**src/rtl/dem_switching_block_ns.sv**
```systemverilog
// Noise-shaped DEM switching layer: each lane splits code x into (x+s)/2 and (x-s)/2,
// with s chosen by a per-lane shaping accumulator, a shared PN bit, or a fixed rule.
module dem_switching_block_ns #(
  parameter int unsigned WIDTH     = 5,
  parameter int unsigned LANES     = 1,
  parameter int unsigned ACC_W     = 4,
  parameter logic [14:0] LFSR_SEED = 15'h0001
) (
  input  logic                       clk_i,
  input  logic                       reset_i,
  input  logic                       clear_i,
  input  logic                       valid_i,
  input  logic [1:0]                 mode_i,
  input  logic [LANES*WIDTH-1:0]     x_in_i,
  output logic                       valid_o,
  output logic [LANES*(WIDTH-1)-1:0] x_out1_o,
  output logic [LANES*(WIDTH-1)-1:0] x_out2_o,
  output logic [LANES*2-1:0]         s_out_o,
  output logic [LANES-1:0]           range_err_o
);
  localparam logic [WIDTH-1:0] X_MAX       = {1'b1, {(WIDTH-1){1'b0}}};
  localparam logic [ACC_W-1:0] ACC_MAX     = {1'b0, {(ACC_W-1){1'b1}}};
  localparam logic [ACC_W-1:0] ACC_MIN     = {1'b1, {(ACC_W-2){1'b0}}, 1'b1};
  localparam logic [ACC_W-1:0] ACC_ONE     = {{(ACC_W-1){1'b0}}, 1'b1};
  localparam logic [1:0]       S_ZERO      = 2'b00;
  localparam logic [1:0]       S_POS       = 2'b01;
  localparam logic [1:0]       S_NEG       = 2'b11;
  localparam logic [1:0]       MODE_RANDOM = 2'd0;
  localparam logic [1:0]       MODE_FIXED  = 2'd2;

  logic [14:0]                 lfsr_q;
  logic [ACC_W-1:0]            acc_q [LANES];
  logic [ACC_W-1:0]            acc_d [LANES];
  logic [WIDTH-1:0]            x_clip [LANES];
  logic [1:0]                  s_d [LANES];
  logic                        valid_q;
  logic [LANES*(WIDTH-1)-1:0]  x_out1_q, x_out1_d;
  logic [LANES*(WIDTH-1)-1:0]  x_out2_q, x_out2_d;
  logic [LANES*2-1:0]          s_out_q, s_out_d;
  logic [LANES-1:0]            err_q, err_d;

  // Per-lane clip, switching decision, saturating accumulator update and split.
  always_comb begin
    x_out1_d = '0;
    x_out2_d = '0;
    s_out_d  = '0;
    err_d    = '0;
    for (int l = 0; l < LANES; l++) begin
      if (x_in_i[l*WIDTH +: WIDTH] > X_MAX) begin
        x_clip[l] = X_MAX;
        err_d[l]  = 1'b1;
      end else begin
        x_clip[l] = x_in_i[l*WIDTH +: WIDTH];
        err_d[l]  = 1'b0;
      end

      if (x_clip[l][0]) begin
        case (mode_i)
          MODE_RANDOM: s_d[l] = lfsr_q[l] ? S_POS : S_NEG;
          MODE_FIXED:  s_d[l] = S_POS;
          default: begin
            // Steer the accumulator back toward zero; PN breaks the tie at zero.
            if (acc_q[l][ACC_W-1]) begin
              s_d[l] = S_POS;
            end else if (acc_q[l] != '0) begin
              s_d[l] = S_NEG;
            end else begin
              s_d[l] = lfsr_q[l] ? S_POS : S_NEG;
            end
          end
        endcase
      end else begin
        s_d[l] = S_ZERO;
      end

      if ((s_d[l] == S_POS) && (acc_q[l] != ACC_MAX)) begin
        acc_d[l] = acc_q[l] + ACC_ONE;
      end else if ((s_d[l] == S_NEG) && (acc_q[l] != ACC_MIN)) begin
        acc_d[l] = acc_q[l] - ACC_ONE;
      end else begin
        acc_d[l] = acc_q[l];
      end

      // x+s and x-s are even and non-negative, so the halves are exact.
      x_out1_d[l*(WIDTH-1) +: (WIDTH-1)] =
        (WIDTH-1)'(({1'b0, x_clip[l]} + {{(WIDTH-1){s_d[l][1]}}, s_d[l]}) >> 1);
      x_out2_d[l*(WIDTH-1) +: (WIDTH-1)] =
        (WIDTH-1)'(({1'b0, x_clip[l]} - {{(WIDTH-1){s_d[l][1]}}, s_d[l]}) >> 1);
      s_out_d[2*l +: 2] = s_d[l];
    end
  end

  // Output stage, accumulators and LFSR; a clear drops the sample and holds data outputs.
  always_ff @(posedge clk_i or posedge reset_i) begin
    if (reset_i) begin
      lfsr_q   <= LFSR_SEED;
      valid_q  <= 1'b0;
      x_out1_q <= '0;
      x_out2_q <= '0;
      s_out_q  <= '0;
      err_q    <= '0;
      for (int l = 0; l < LANES; l++) acc_q[l] <= '0;
    end else if (clear_i) begin
      lfsr_q  <= LFSR_SEED;
      valid_q <= 1'b0;
      for (int l = 0; l < LANES; l++) acc_q[l] <= '0;
    end else if (valid_i) begin
      lfsr_q   <= {lfsr_q[13:0], lfsr_q[14] ^ lfsr_q[13]};
      valid_q  <= 1'b1;
      x_out1_q <= x_out1_d;
      x_out2_q <= x_out2_d;
      s_out_q  <= s_out_d;
      err_q    <= err_d;
      for (int l = 0; l < LANES; l++) acc_q[l] <= acc_d[l];
    end else begin
      valid_q <= 1'b0;
    end
  end

  assign valid_o     = valid_q;
  assign x_out1_o    = x_out1_q;
  assign x_out2_o    = x_out2_q;
  assign s_out_o     = s_out_q;
  assign range_err_o = err_q;
endmodule

```
**config.mk**
```make
export PLATFORM = sky130hd
export DESIGN_NAME = dem_switching_block_ns
export DESIGN_NICKNAME = d
export VERILOG_FILES = /design/src/rtl/dem_switching_block_ns.sv
export SDC_FILE = /design/constraint.sdc
export NUM_CORES = 1
export LEC_CHECK = 0
export CORE_MARGIN = 1.5
export CORE_UTILIZATION = 58
export DETAILED_ROUTE_END_ITERATION = 10
export PLACE_DENSITY = 0.94
export SETUP_SLACK_MARGIN = 0.3
export SLEW_MARGIN = 20
export SYNTH_ARGS = -nofsm -noshare
export SYNTH_HDL_FRONTEND = slang
export SYNTH_SLANG_ARGS = --single-unit
```
**constraint.sdc**
```tcl
create_clock -name clk_i -period 5.41 [get_ports clk_i]
set_input_delay 1.082 -clock clk_i [delete_from_list [all_inputs] [get_ports clk_i]]
set_output_delay 1.082 -clock clk_i [all_outputs]
set_load 0.02 [all_outputs]
```
---- After elaboration in Yosys (flattened, before gate mapping) ----
Index checks and enable logic that the tools add are counted.
storage, ports and cells
  bits in registers ....................... 31
  bits of input ports ..................... 11
  output and inout bits ................... 12
  word-level logic and storage cells ...... 42
operators by class
  $add $sub $neg .......................... 4
  magnitude comparators ................... 1
  equality and inequality tests ........... 5
  multiplexer cells ....................... 15
  bitwise operators ....................... 2
  reductions and logical operators ........ 8
operators with widths
  kind                   count
  $mux W15               2
  $mux W4                4
  $mux W2                4
  $add A5 B5 Y5          1
  $gt A5 B5 Y1 const B   1
  $mux W5                1
  $sub A5 B5 Y5          1
  $add A4 B1 Y4 const B  1
  $eq A2 B2 Y1 const B   2
  $ne A4 B3 Y1 const B   1
  $ne A4 B4 Y1 const B   1
  $pmux W2 S2            1
  $reduce_and A2 Y1      2
  $reduce_bool A4 Y1     1
  $sub A4 B1 Y4 const B  1
  $mux W1                3
  $reduce_bool A3 Y1     1
  $eq A2 B1 Y1 const B   1
  $logic_and A1 B1 Y1    2
  $logic_not A2 Y1       1
  $reduce_bool A2 Y1     1
  $not A1 Y1             1
  $xor A1 B1 Y1          1

---- Longest topological paths before layout ----
  depth after elaboration ................. 11
  mapped depth ............................ 10
  depth with buffers taken out ............ 10

---- Worst setup path before layout ----
OpenSTA, ideal clock, no wires.
  path kind ............................... input to register
  start point ............................. input port x_in_i[0]
  end point ............................... register acc_q[3] (netlist bit)
  library setup time ...................... 0.127 ns
  arrival ................................. 3.148 ns
  data required time ...................... 5.283 ns
  setup slack ............................. 2.135 ns
  stages .................................. 10
  path buffers ............................ 0
  cells stage by stage .................... nor2b_1 -> inv_1 -> a21o_1 -> or2_2 -> ha_1 -> a21o_1 -> a21oi_1 -> or3_4 -> a21oi_2 -> mux2_1
on the way
  word-level cells in the longest chain between the ends .. 8
  elaborated cells between the ends (all ways) .. 12
  those cells by class .................... 1 x order compare; 2 x eq/ne; 5 x mux; 4 x reduce/logical
RTL lines
  item                 RTL line  text
  start, declared      14        input logic [LANES*WIDTH-1:0] x_in_i,
  $gt A5 B5 Y1         49        if (x_in_i[l*WIDTH +: WIDTH] > X_MAX) begin
  $mux W5 (*)          49
  $mux W2 (*)          57        if (x_clip[l][0]) begin
  $eq A2 B1 Y1         76        if ((s_d[l] == S_POS) && (acc_q[l] != ACC_MAX)) begin
  $logic_and A1 B1 Y1  76
  $mux W4              76
  $mux W4              107       end else if (valid_i) begin
  $mux W4              103       end else if (clear_i) begin
  end, declared        32        logic [ACC_W-1:0] acc_q [LANES];
Mark *: on every way between the ends. The rest lies on a longest branch, timed or not. The select of a mux whose other input is x is not followed.
A chain may end at the register's enable or synchronous reset.

---- Worst setup path after layout ----
Ends and elaborated chain as after synthesis.

==> impl_results.md <==
- CTS resizes: 0
- Routed WL: 3027 um
- Crit Path Max Fanout: 4
- Filler instances: 217
- Placer congestion estimate: 0.9355
- Die ar.: 3174 um^2
- Post-DR wirelength/cell: 14.28 um
- Placed insts: 204
- Commonest cells post-synth: dfrtp_1 (30), nor2_1 (22), mux2i_1 (17)
- CP required: 5630 ps
- Slew Viols, Final: 0
- Port Buffers: 22
- Initial antenna violation count: 0
- Root buf cell: clkbuf_4
- Cell variety after synth: 29
- Storage cell area: 777.0 um^2
- Post-Syn Instances: 157
- Status: completed
- Yosys Warn Count: 0
- DRC: 0
- H-tree depth: 2
- Asr flop ratio synth: 100.0%
- Worst-margin pin slew: 989.7 ps
- Post-synth top area cell: dfrtp_1
- Clk_lat worst skew: 330 ps
- Post-CTS Setup Inserts: 0
- Setup TNS: 0 ps
- Synth Area per Inst: 10.51 um^2
- N_diodes: 0
- Die span in x: 56.34 um
- Multi-input logic area: 820.8 um^2
- Final setup viols: 0
- Top post-synthesis cells by area: dfrtp_1 (45%), mux2i_1 (10%), ha_1 (6.8%), nor2_1 (5.0%), o21ai_0 (3.9%)
- Clock-pin slew on the worst setup and hold paths: 100 ps
- DRT antenna net count: 0
- Number of synthesized register bits: 31
- FP Rows: 19
- First-pass DRT Iterations: 4
- Min Tclk post-route: 3749 ps
- Max Cap Viol: 0
- Total power draw: 564.0 uW
- F_max: 266.7 MHz
- Ratio of cells with drive above 1 in the final layout: 9.392%
- Initial core utilization: 60.37%
- Tot GR Track Use: 23.02%
- Cell Area, Synth: 1650 um^2
- Final setup skew: 4.032 ps
- CTS tree: done
- CP Data Arrival Time: 3970 ps
- Seq/Total Area, Yosys: 47.08%
- CTS buffer count: 5
- Final Hold Viols: 0
- Fin area: 1969 um^2
- Most frequent cell after synthesis: dfrtp_1
- Pleak: 0.0009622 uW
- HPWL after DPL: 2222 um
- 1st-iter DRT viols: 50
- Grt ovf: 0
- Slew Limit Headroom: 33.81%
- Clock sinks: 31
- Top-area cell type share of the netlist area: 45.49%
- Placed cell areas: 1883 um^2
- Worst slack, placed: 1374 ps
- Post-CTS Hold Buffers: 0
- # IOs: 23
- Power Density: 286.4 nW/um^2
- Worst setup margin: 1661 ps
- Fin cells: 212
- Syn nets: 179
- RSZ-0062 raised after global routing: no
- Die Y: 56.34 um
- Maximum VDD drop: 0.2499 mV
- Hold crit path type: register to register
- Prevailing post-synth register cell: dfrtp_1
- Element type at the critical path end: register
- Crit Path Class: primary input to register
- Via density: 5.524
- Number of enable flip-flop cells after synthesis: 0
- Nets: 202
- Largest net degree at the start of global routing: 32
- Vias in the first global route: 1207
- Clock Tree Buf Depth: 2
- Area Growth Syn to Fin: 19.33%
- Global-route wire length before repair: 5437 um
- Vias: 1171
- Worst setup SP type: primary input
- Core Footprint: 2734 um^2
- Fin crit share: 69.31%
==> layout by cell type, fill, tap and decap left out, types with 2 or more instances in the layout <==
| cell | instances |
|---|---|
| o21ai_0 | 13 |
| nand2b_1 | 3 |
| nor2_1 | 22 |
| xor2_1 | 4 |
| clkdlybuf4s50_1 | 22 |
| nor2b_1 | 4 |
| a21o_1 | 2 |
| nand2_1 | 13 |
| clkbuf_4 | 5 |
| o21bai_1 | 3 |
| fa_1 | 2 |
| mux2i_1 | 17 |
| a21oi_1 | 5 |
| xnor2_1 | 5 |
| or2_2 | 2 |
| dfrtp_1 | 30 |
| ha_1 | 9 |
| inv_1 | 6 |
==> cells by family (layout without fill, tap and decap cells) <==
| kind of cell | count (synthesis) | after routing | share of synthesized area, % |
|---|---|---|---|
| AOI/OAI and AO/OA | 27 | 27 | 10.99 |
| xor gates and xnor gates | 9 | 9 | 4.776 |
| adders and majority gates | 11 | 11 | 9.250 |
| buffers and inverters | 13 | 37 | 3.184 |
| DFF | 31 | 31 | 47.08 |
| muxes | 18 | 18 | 10.99 |
| and+or+nand+nor | 48 | 48 | 13.72 |
==> flip-flops by register name, indices dropped and copies added (netlist names) <==
register     flops
valid_o          1
x_out1_o         4
acc_q            4
range_err_o      1
lfsr_q          15
x_out2_o         4
s_out_o          2
==> critical path: stages <==
cell             delay (ps)
clkdlybuf4s50_1         500
nor2b_1                 380
inv_1                   170
a21o_1                  210
or2_2                   320
ha_1                    290
a21o_1                  100
a21oi_1                  70
or3_4                   340
a21oi_2                 170
mux2_1                  330
==> metal layers <==
| metal | vias up | share of wire, % | track usage (%) |
|---|---|---|---|
| met4 | 0 | 3.2 | 13.61 |
| met5 | - | 0 | 0 |
| met3 | 8 | 4.6 | 5.991 |
| met1 | 563 | 44 | 27.52 |
| met2 | 31 | 48 | 37.31 |
| li1 | 569 | - | - |
==> path summary, 6_finish.rpt <==
check	start	to	slack, ps	cells after the start
min in group asynchronous	reset_i	x_out2_o[2]	1150	2
max in group asynchronous	reset_i	lfsr_q[14]	3860	2
worst max register to register	lfsr_q[0]	acc_q[3]	2450	9
worst max-delay path	x_in_i[0]	acc_q[3]	1660	11
worst min-delay path	s_out_o[1]	s_out_o[1]	480	2
worst min register to register	s_out_o[1]	s_out_o[1]	480	2
==> metrics by stage <==
stage / utilization, % / hold WS [ps]
after CTS: 72.04 / 493.0
after detailed placement: 68.88 / 470.4
after global placement: 68.88 / 467.1
final: 72.04 / 484.7
after floorplan: - / 485.9
after global routing: 72.04 / 525.3
==> report_power, final <==
group | leakage (uW) | internal [uW] | switching (uW) | total, uW
combinational | 0.000501 | 54.3 | 62.4 | 117
sequential | 0.000413 | 248 | 11.0 | 259
clock | 0.0000482 | 109 | 79.1 | 188
==> final cells by class <==
| class | count | share of cell area (%) |
|---|---|---|
| Timing Repair Buffer | 22 | 11.18 |
| Clock buffer | 6 | 2.605 |
| Clock inverter | 2 | 1.779 |
| Inverter | 7 | 1.334 |
| Multi-Input combinational cell | 113 | 41.68 |
| Sequential cell | 31 | 39.45 |
| Tap cell | 31 | 1.970 |
No activity file was read; power rests on OpenSTA's default activity.
